<file path="src/rtl/boot_loader.sv">
// Framed byte-stream loader: writes a checksummed image into memory port B
// and holds the core in reset until a complete frame has been verified.
module boot_loader #(
  parameter logic [7:0] SYNC_BYTE = 8'hA5
) (
  input  logic        clk,
  input  logic        rst,
  input  logic [7:0]  rx_data,
  input  logic        rx_valid,
  output logic        rx_ready,
  output logic [3:0]  web,
  output logic [31:0] addrb,
  output logic [31:0] dinb,
  output logic        core_rst_n,
  output logic        done,
  output logic        err
);

  typedef enum logic [2:0] {
    S_IDLE,
    S_ADDR,
    S_COUNT,
    S_DATA,
    S_CHK,
    S_DONE,
    S_ERR
  } state_e;

  state_e      state_q, state_d;
  logic [1:0]  idx_q, idx_d;
  logic [31:0] addr_q, addr_d;
  logic [15:0] cnt_q, cnt_d;
  logic [23:0] word_q, word_d;
  logic [7:0]  csum_q, csum_d;
  logic [3:0]  web_q, web_d;
  logic [31:0] addrb_q, addrb_d;
  logic [31:0] dinb_q, dinb_d;
  logic        accept;

  // A write cycle stalls the byte stream for exactly one cycle.
  assign rx_ready = !rst && (web_q == 4'b0000);
  assign accept   = rx_valid && rx_ready;

  always_ff @(posedge clk) begin
    if (rst) begin
      state_q <= S_IDLE;
      idx_q   <= 2'd0;
      web_q   <= 4'b0000;
      addrb_q <= 32'd0;
      dinb_q  <= 32'd0;
    end else begin
      state_q <= state_d;
      idx_q   <= idx_d;
      web_q   <= web_d;
      addrb_q <= addrb_d;
      dinb_q  <= dinb_d;
    end
  end

  // Field assembly registers are (re)initialised by the frame itself.
  always_ff @(posedge clk) begin
    addr_q <= addr_d;
    cnt_q  <= cnt_d;
    word_q <= word_d;
    csum_q <= csum_d;
  end

  always_comb begin
    state_d = state_q;
    idx_d   = idx_q;
    addr_d  = addr_q;
    cnt_d   = cnt_q;
    word_d  = word_q;
    csum_d  = csum_q;
    web_d   = 4'b0000;
    addrb_d = addrb_q;
    dinb_d  = dinb_q;

    if (accept) begin
      unique case (state_q)
        S_IDLE, S_DONE, S_ERR: begin
          if (rx_data == SYNC_BYTE) begin
            state_d = S_ADDR;
            idx_d   = 2'd0;
            csum_d  = 8'd0;
          end
        end

        S_ADDR: begin
          addr_d = {rx_data, addr_q[31:8]};
          csum_d = csum_q ^ rx_data;
          idx_d  = idx_q + 2'd1;
          if (idx_q == 2'd3) begin
            state_d = (addr_d[1:0] != 2'b00) ? S_ERR : S_COUNT;
          end
        end

        S_COUNT: begin
          cnt_d  = {rx_data, cnt_q[15:8]};
          csum_d = csum_q ^ rx_data;
          if (idx_q == 2'd1) begin
            idx_d   = 2'd0;
            state_d = (cnt_d == 16'd0) ? S_CHK : S_DATA;
          end else begin
            idx_d = idx_q + 2'd1;
          end
        end

        S_DATA: begin
          word_d = {rx_data, word_q[23:8]};
          csum_d = csum_q ^ rx_data;
          idx_d  = idx_q + 2'd1;
          if (idx_q == 2'd3) begin
            web_d   = 4'b1111;
            addrb_d = addr_q;
            dinb_d  = {rx_data, word_q};
            addr_d  = addr_q + 32'd4;
            cnt_d   = cnt_q - 16'd1;
            if (cnt_q == 16'd1) begin
              state_d = S_CHK;
            end
          end
        end

        S_CHK: begin
          state_d = (rx_data == csum_q) ? S_DONE : S_ERR;
        end

        default: begin
          state_d = S_IDLE;
        end
      endcase
    end
  end

  assign web        = web_q;
  assign addrb      = addrb_q;
  assign dinb       = dinb_q;
  assign done       = (state_q == S_DONE);
  assign err        = (state_q == S_ERR);
  assign core_rst_n = (state_q == S_DONE);

endmodule
</file>
<file path="config.mk">
export PLATFORM = sky130hd
export DESIGN_NAME = boot_loader
export DESIGN_NICKNAME = d
export VERILOG_FILES = /design/src/rtl/boot_loader.sv
export SDC_FILE = /design/constraint.sdc
export NUM_CORES = 1
export LEC_CHECK = 0
export CAP_MARGIN = 10
export CORE_ASPECT_RATIO = 0.8
export CORE_MARGIN = 2
export CORE_UTILIZATION = 50
export DETAILED_ROUTE_END_ITERATION = 8
export PLACE_DENSITY = 0.73
export SYNTH_ARGS = -nofsm -noshare
export SYNTH_HDL_FRONTEND = slang
export SYNTH_SLANG_ARGS = --single-unit
</file>
<file path="constraint.sdc">
create_clock -name clk -period 7.8 [get_ports clk]
set_input_delay 1.17 -clock clk [delete_from_list [all_inputs] [get_ports clk]]
set_output_delay 1.17 -clock clk [all_outputs]
set_load 0.005 [all_outputs]
</file>
==> metrics.txt <==
vias per cell=5.35; Ports=83; H-tree level count=4; Seq cells post-synth=150; nets=762; Tcrit/Tclk final=approximately half; total power=around 1700 µW; worst endpoint data arrival time=between 2 and 3 ns; DRT Pass-1 Iters=5; synth top area cells=edfxtp_1, dfxtp_1, nand2_1; Cell Pwr Density=208 nW/µm²; Post-synth ARST share=0%; vias in the first global route=4632; CTS buffer count=17; final setup vio count=0; worst hold path type=flop to flop; GR Util met1=between 20% and 30%; clk sink count=150; Core ar.=roughly 13000 µm²; Period minus WS final=about 3.8 ns; DIE AREA=around 14000 µm²; GRT met2 Usage=roughly a third; routability cong.=about 0.84; Mapped Nets=between 600 and 700; highest clock rate=between 200 and 300 MHz; reg-to-reg slack, setup=5.12 ns; syn avg cell area=a little under 10 µm²; filler instances=approximately 1100; CTS tree=done; Slew Limit Fails=0; Worst VDD drop=approximately 150 µV; top cells by count, synth=nand2_1, a21oi_1, edfxtp_1, dfxtp_1, nor2_1; largest net degree at the start of global routing=71; initial antenna violation count=0; clock root buffer=clkbuf_16; final clock skew=between 0.01 and 0.015 ns; Worst Path Required=~6.6 ns; post-DP HPWL=about 9.5 mm; grt total ovfl=0; Total Wirelength=~14 mm; most numerous cell in the Yosys netlist=nand2_1; post-CTS setup buffers=0; area grow syn2layout=23.2%; initial core utilization=about half; routed via count=4989; Seq/Total Area, Yosys=58.3%; final count of hold timing violations=0; leakage power=between 0.002 and 0.003 µW; CP max FO=70; main flop type after synthesis=edfxtp_1; path depth of the worst reg2reg path=7; run status=finished, final reports clean; utilization after layout=62.7%; dominant cell type by area after synthesis=edfxtp_1; DRT antenna net count=0; RSZ-0062 raised after global routing=false; DR WL/cell=around 15 µm; fraction of layout cells with a size suffix above 1=under 10%; Least-Margin Pin Slew=roughly 1.1 ns; die height=around 110 µm; Rows=37; Global Route Usage Sum=21.1%; Yosys Warn Count=0; max-cap viol count=0; setup TNS=0 ns; antenna cells=0; Netlist cell types=45; starting DRC count in detailed routing=roughly 520; post-cts resize count=0; first-pass GRT wire length=about 23 mm; Buffers on Ports=between 80 and 90; # DRC=0; post-synthesis cell count=679; Slowest cell on crit path=buf_4; Post-synth EDFFs=80; Mapped Area=6530 µm²; Largest stage delay, worst path=between 0.5 and 0.6 ns; Worst-Skew Late Latency=around 0.43 ns; global route hottest layer=met2; Cell Chain, Critical Path=buf_2 -> buf_4 -> nor2_1 -> clkdlybuf4s50_1; CP startpoint kind=primary input; CP Capture Type=primary output; Synth top area share=36.8%; Max clock buf depth=2; GR Util met3=about 5.5%; Die W=between 100 and 150 µm; Worst slew margin=25.6%; Worst-path clk slew=around 0.060 ns; hold_ws=approximately 0.45 ns; crit path kind=primary input to primary output; Post-CTS Hold Fix Bufs=0; Min-Delay Path Depth=0
-- kinds of logic after synthesis --
logic type                 Yosys count  share of synthesized area [%]
xor gates and xnor gates            45                           6.04
AOI/OAI and AO/OA                  134                           11.1
and+or+nand+nor                    286                           19.5
DFF                                150                           58.3
adders and majority gates            6                           1.15
muxes                                1                          0.153
buffers and inverters               57                           3.80
-- per-layer routing --
layer | vias up | wire, µm
met1 | 2372 | 6590
li1 | 2475 | -
met3 | 17 | 740
met2 | 125 | 6690
met4 | 0 | 225
met5 | - | 0
-- layout make-up --
type | instances | area [µm²] | share of cell area [%]
clock inverter | 8 | 96.3 | 1.20
multi-input combinational | 472 | 2490 | 30.9
sequential | 150 | 3800 | 47.3
timing repair buffer | 89 | 880 | 10.9
clock buffer | 23 | 500 | 6.22
inverter | 15 | 56.3 | 0.700
tap | 175 | 219 | 2.72
-- power breakdown --
| group | leakage, µW | internal, µW | switching, µW |
|---|---|---|---|
| clock network | 0.000293 | 513 | 305 |
| logic | 0.00104 | 9.27 | 16.6 |
| registers | 0.00128 | 826 | 0.339 |
-- critical path: cells and delay by family --
family,cells,cell delay (ns)
buf+inv,3,1.13
simple gates,1,0.25
-- state kept, by name (all words and copies together), names as in the netlist --
signal	cells
addr_q	32
state_q	3
csum_q	8
web	1
idx_q	2
dinb	32
addrb	32
cnt_q	16
word_q	24
-- through the flow --
stage	std cells	area [µm²]	setup slack, ns
global route	932	8040	3.98
finish	932	8040	4.04
CTS	930	8020	4.06
global placement	899	7420	4.07
detailed placement	899	7420	4.06
floorplan	679	6530	4.55
-- placed cells by master (no fill, tap or decap), types with 3 or more instances in the layout --
cell type        netlist  layout
a21oi_1               81      81
a31oi_1                7       7
and2_1                 5       5
and3_1                 3       3
buf_4                  5       5
clkbuf_1              31       3
clkbuf_16              0      19
clkdlybuf4s50_1        0      81
clkinv_2               0       4
dfxtp_1               70      70
edfxtp_1              80      80
ha_1                   6       6
inv_1                 15      14
nand2_1              177     177
nand2b_1               3       3
nand3_1               14      13
nand4_1               11      11
nor2_1                35      34
nor3_1                 9       8
nor4_1                 8       8
o21ai_0               32      32
or3_1                  3       3
or4_1                  6       6
xnor2_1               29      29
xor2_1                16      16
-- path summary, 6_finish.rpt --
kind	from	endpoint
worst min register to register	word_q[15]	word_q[7]
worst min-delay path	word_q[15]	word_q[7]
worst max-delay path	rst	rx_ready
worst max register to register	state_q[0]	addr_q[6]
(Power assumes the default switching activity.)
==> RTL change, RTL diff (same settings) <==
`addrb_q` no longer has a reset.
--- a/src/rtl/boot_loader.sv
+++ b/src/rtl/boot_loader.sv
@@ -47,5 +47,4 @@
       idx_q   <= 2'd0;
       web_q   <= 4'b0000;
-      addrb_q <= 32'd0;
       dinb_q  <= 32'd0;
     end else begin
@@ -53,7 +52,10 @@
       idx_q   <= idx_d;
       web_q   <= web_d;
-      addrb_q <= addrb_d;
       dinb_q  <= dinb_d;
     end
+  end
+
+  always_ff @(posedge clk) begin
+    addrb_q <= addrb_d;
   end
 
Check against the original RTL: no difference found for any inputs over 4 cycles, from zero or initial values and one cycle with rst high; that may be too few to reach the edited logic, so the function may still have changed.
==> RTL change against the original RTL <==
- power decreased by 0.96%
- final area decreased by 1.4%
- clock skew decreased by 0.0046 ns
- worst setup slack got worse by 1.0 ns
- synthesized cell count decreased by 16%
- sequential cell count unchanged
- area after synthesis decreased by 1.7%
- routed wire length decreased by 7.7%
- largest cell class unchanged
==> RTL change: results (changes against the original RTL) <==
Parameter                              Value

GRT
  GRT met3 Usage ... 5.23% (-0.30 points)
  Maximum number of pins on one net before global-route repair ... 66 (-7.0%)
  Global-route wire length before repair ... 21,100 um (-8.2%)
  Met2 Use GR ... 29.2% (-3.3 points)
  Vias in the first global route ... 4,120 (-11%)

Setup path
  Critical Path Fanout Max ... 65 (-7.1%)
  WP data arrival ... 4.82 ns (+2.23 ns)

Synth
  Count of unique library cells instantiated by Yosys ... 50 (+11%)
  Compound-cell area share of the yosys netlist ... 8.54% (-2.6 points)
  Share of synthesized area spent on multiplexers ... 0.332% (+0.18 points)
  Cell types with the largest area share after synthesis ... sky130_fd_sc_hd__edfxtp_1 52%, sky130_fd_sc_hd__dfxtp_1 12%, sky130_fd_sc_hd__nand2_1 6.7%
  Fraction of the yosys area taken by sequential cells ... 64.3% (+6.0 points)
  Number of flops mapped to enable cells by yosys ... 112 (+40%)
  Syn_nets ... 589 (-15%)
  Area share of fa/ha/maj cells after synthesis ... 1.17% (+0.020 points)
  XOR/XNOR Fraction of Synth Area ... 5.73% (-0.30 points)
  Synthesized instance count ... 572 (-16%)

Routing
  1st-iter DRT viols ... 458 (-12%)
  Routed via count ... 4,491 (-10%)
  Routed length per instance ... 15.8 um (+3.5%)

STA
  Worst slew margin relative to its limit ... 23.8% (-1.8 points)

Placed design
  DP Wirelength ... 8870 um (-6.4%)
  Placed standard-cell area ... 7340 um^2 (-1.1%)
  Final GP Congestion ... 0.858 (+2.2%)

Layout
  Number of nets in the finished design ... 664 (-13%)

Power and ir drop
  Int Pwr ... 1330 uW (-1.3%)
  Leakage power of the design ... 0.00262 uW (about the same)

Status
  Outcome ... complete, no violations
## RTL change: changes by cell type after synthesis, sizes merged, moves of 3 or more
cell,delta
nand2,-63
or3,+6
edfxtp,+32
o21ai,+5
clkbuf,-11
xnor2,-5
or2,+3
a21oi,-35
or4,-7
dfxtp,-32
## RTL change: final cells by class
class                      count  area, um^2
clock buffer                  26         532
clock inverter                 6        36.3
fill                         943        4410
inverter                      13        48.8
multi-input combinational    378        2100
sequential                   150        4120
tap                          171         214
timing repair buffer          87         878
## RTL change: logic make-up after synthesis
group / count (synthesis)
compound gates: 101
flops: 150
mux: 2
fa+ha+maj: 6
xor+xnor: 42
simple gates: 227
buf+inv: 44
## RTL change: worst paths after layout
| kind | start | to | slack (ns) | cells past startpoint |
|---|---|---|---|---|
| worst max-delay path | rst | addr_q[22] | 3.03 | 7 |
| worst min-delay path | addr_q[0] | addrb[0] | 0.42 | 0 |
| worst max register to register | state_q[1] | addr_q[22] | 3.75 | 5 |
| worst min register to register | addr_q[0] | addrb[0] | 0.42 | 0 |
## RTL change: power groups by stage
| stage | logic (uW) | registers (uW) | clock network [uW] |
|---|---|---|---|
| after CTS | 25.8 | 851 | 786 |
| final | 25.9 | 851 | 777 |
| after detailed placement | 25.6 | 868 | 0 |
| after global routing | 28.6 | 851 | 819 |
| after floorplan | 13.0 | 868 | 0 |
| after global placement | 24.9 | 868 | 0 |
## RTL change: stage by stage
stage / total power, uW / util [%]
floorplan: 880 / -
global placement: 893 / 59.4
detailed placement: 894 / 59.4
CTS: 1660 / 64.1
global route: 1700 / 64.3
finish: 1650 / 64.3
## RTL change: layer usage
layer / vias up / routed length [um]
met2: 153 / 5980
met4: 0 / 223
li1: 2184 / -
met1: 2126 / 6080
met3: 28 / 864
met5: - / 0
## RTL change: worst max-delay path: stages
cell and delay (ns):
sky130_fd_sc_hd__clkdlybuf4s50_1 0.40, sky130_fd_sc_hd__buf_4 0.25, sky130_fd_sc_hd__nor2_1 0.18, sky130_fd_sc_hd__nand2_1 0.19, sky130_fd_sc_hd__or3_1 0.80, sky130_fd_sc_hd__inv_2 1.04
sky130_fd_sc_hd__or2_2 0.76
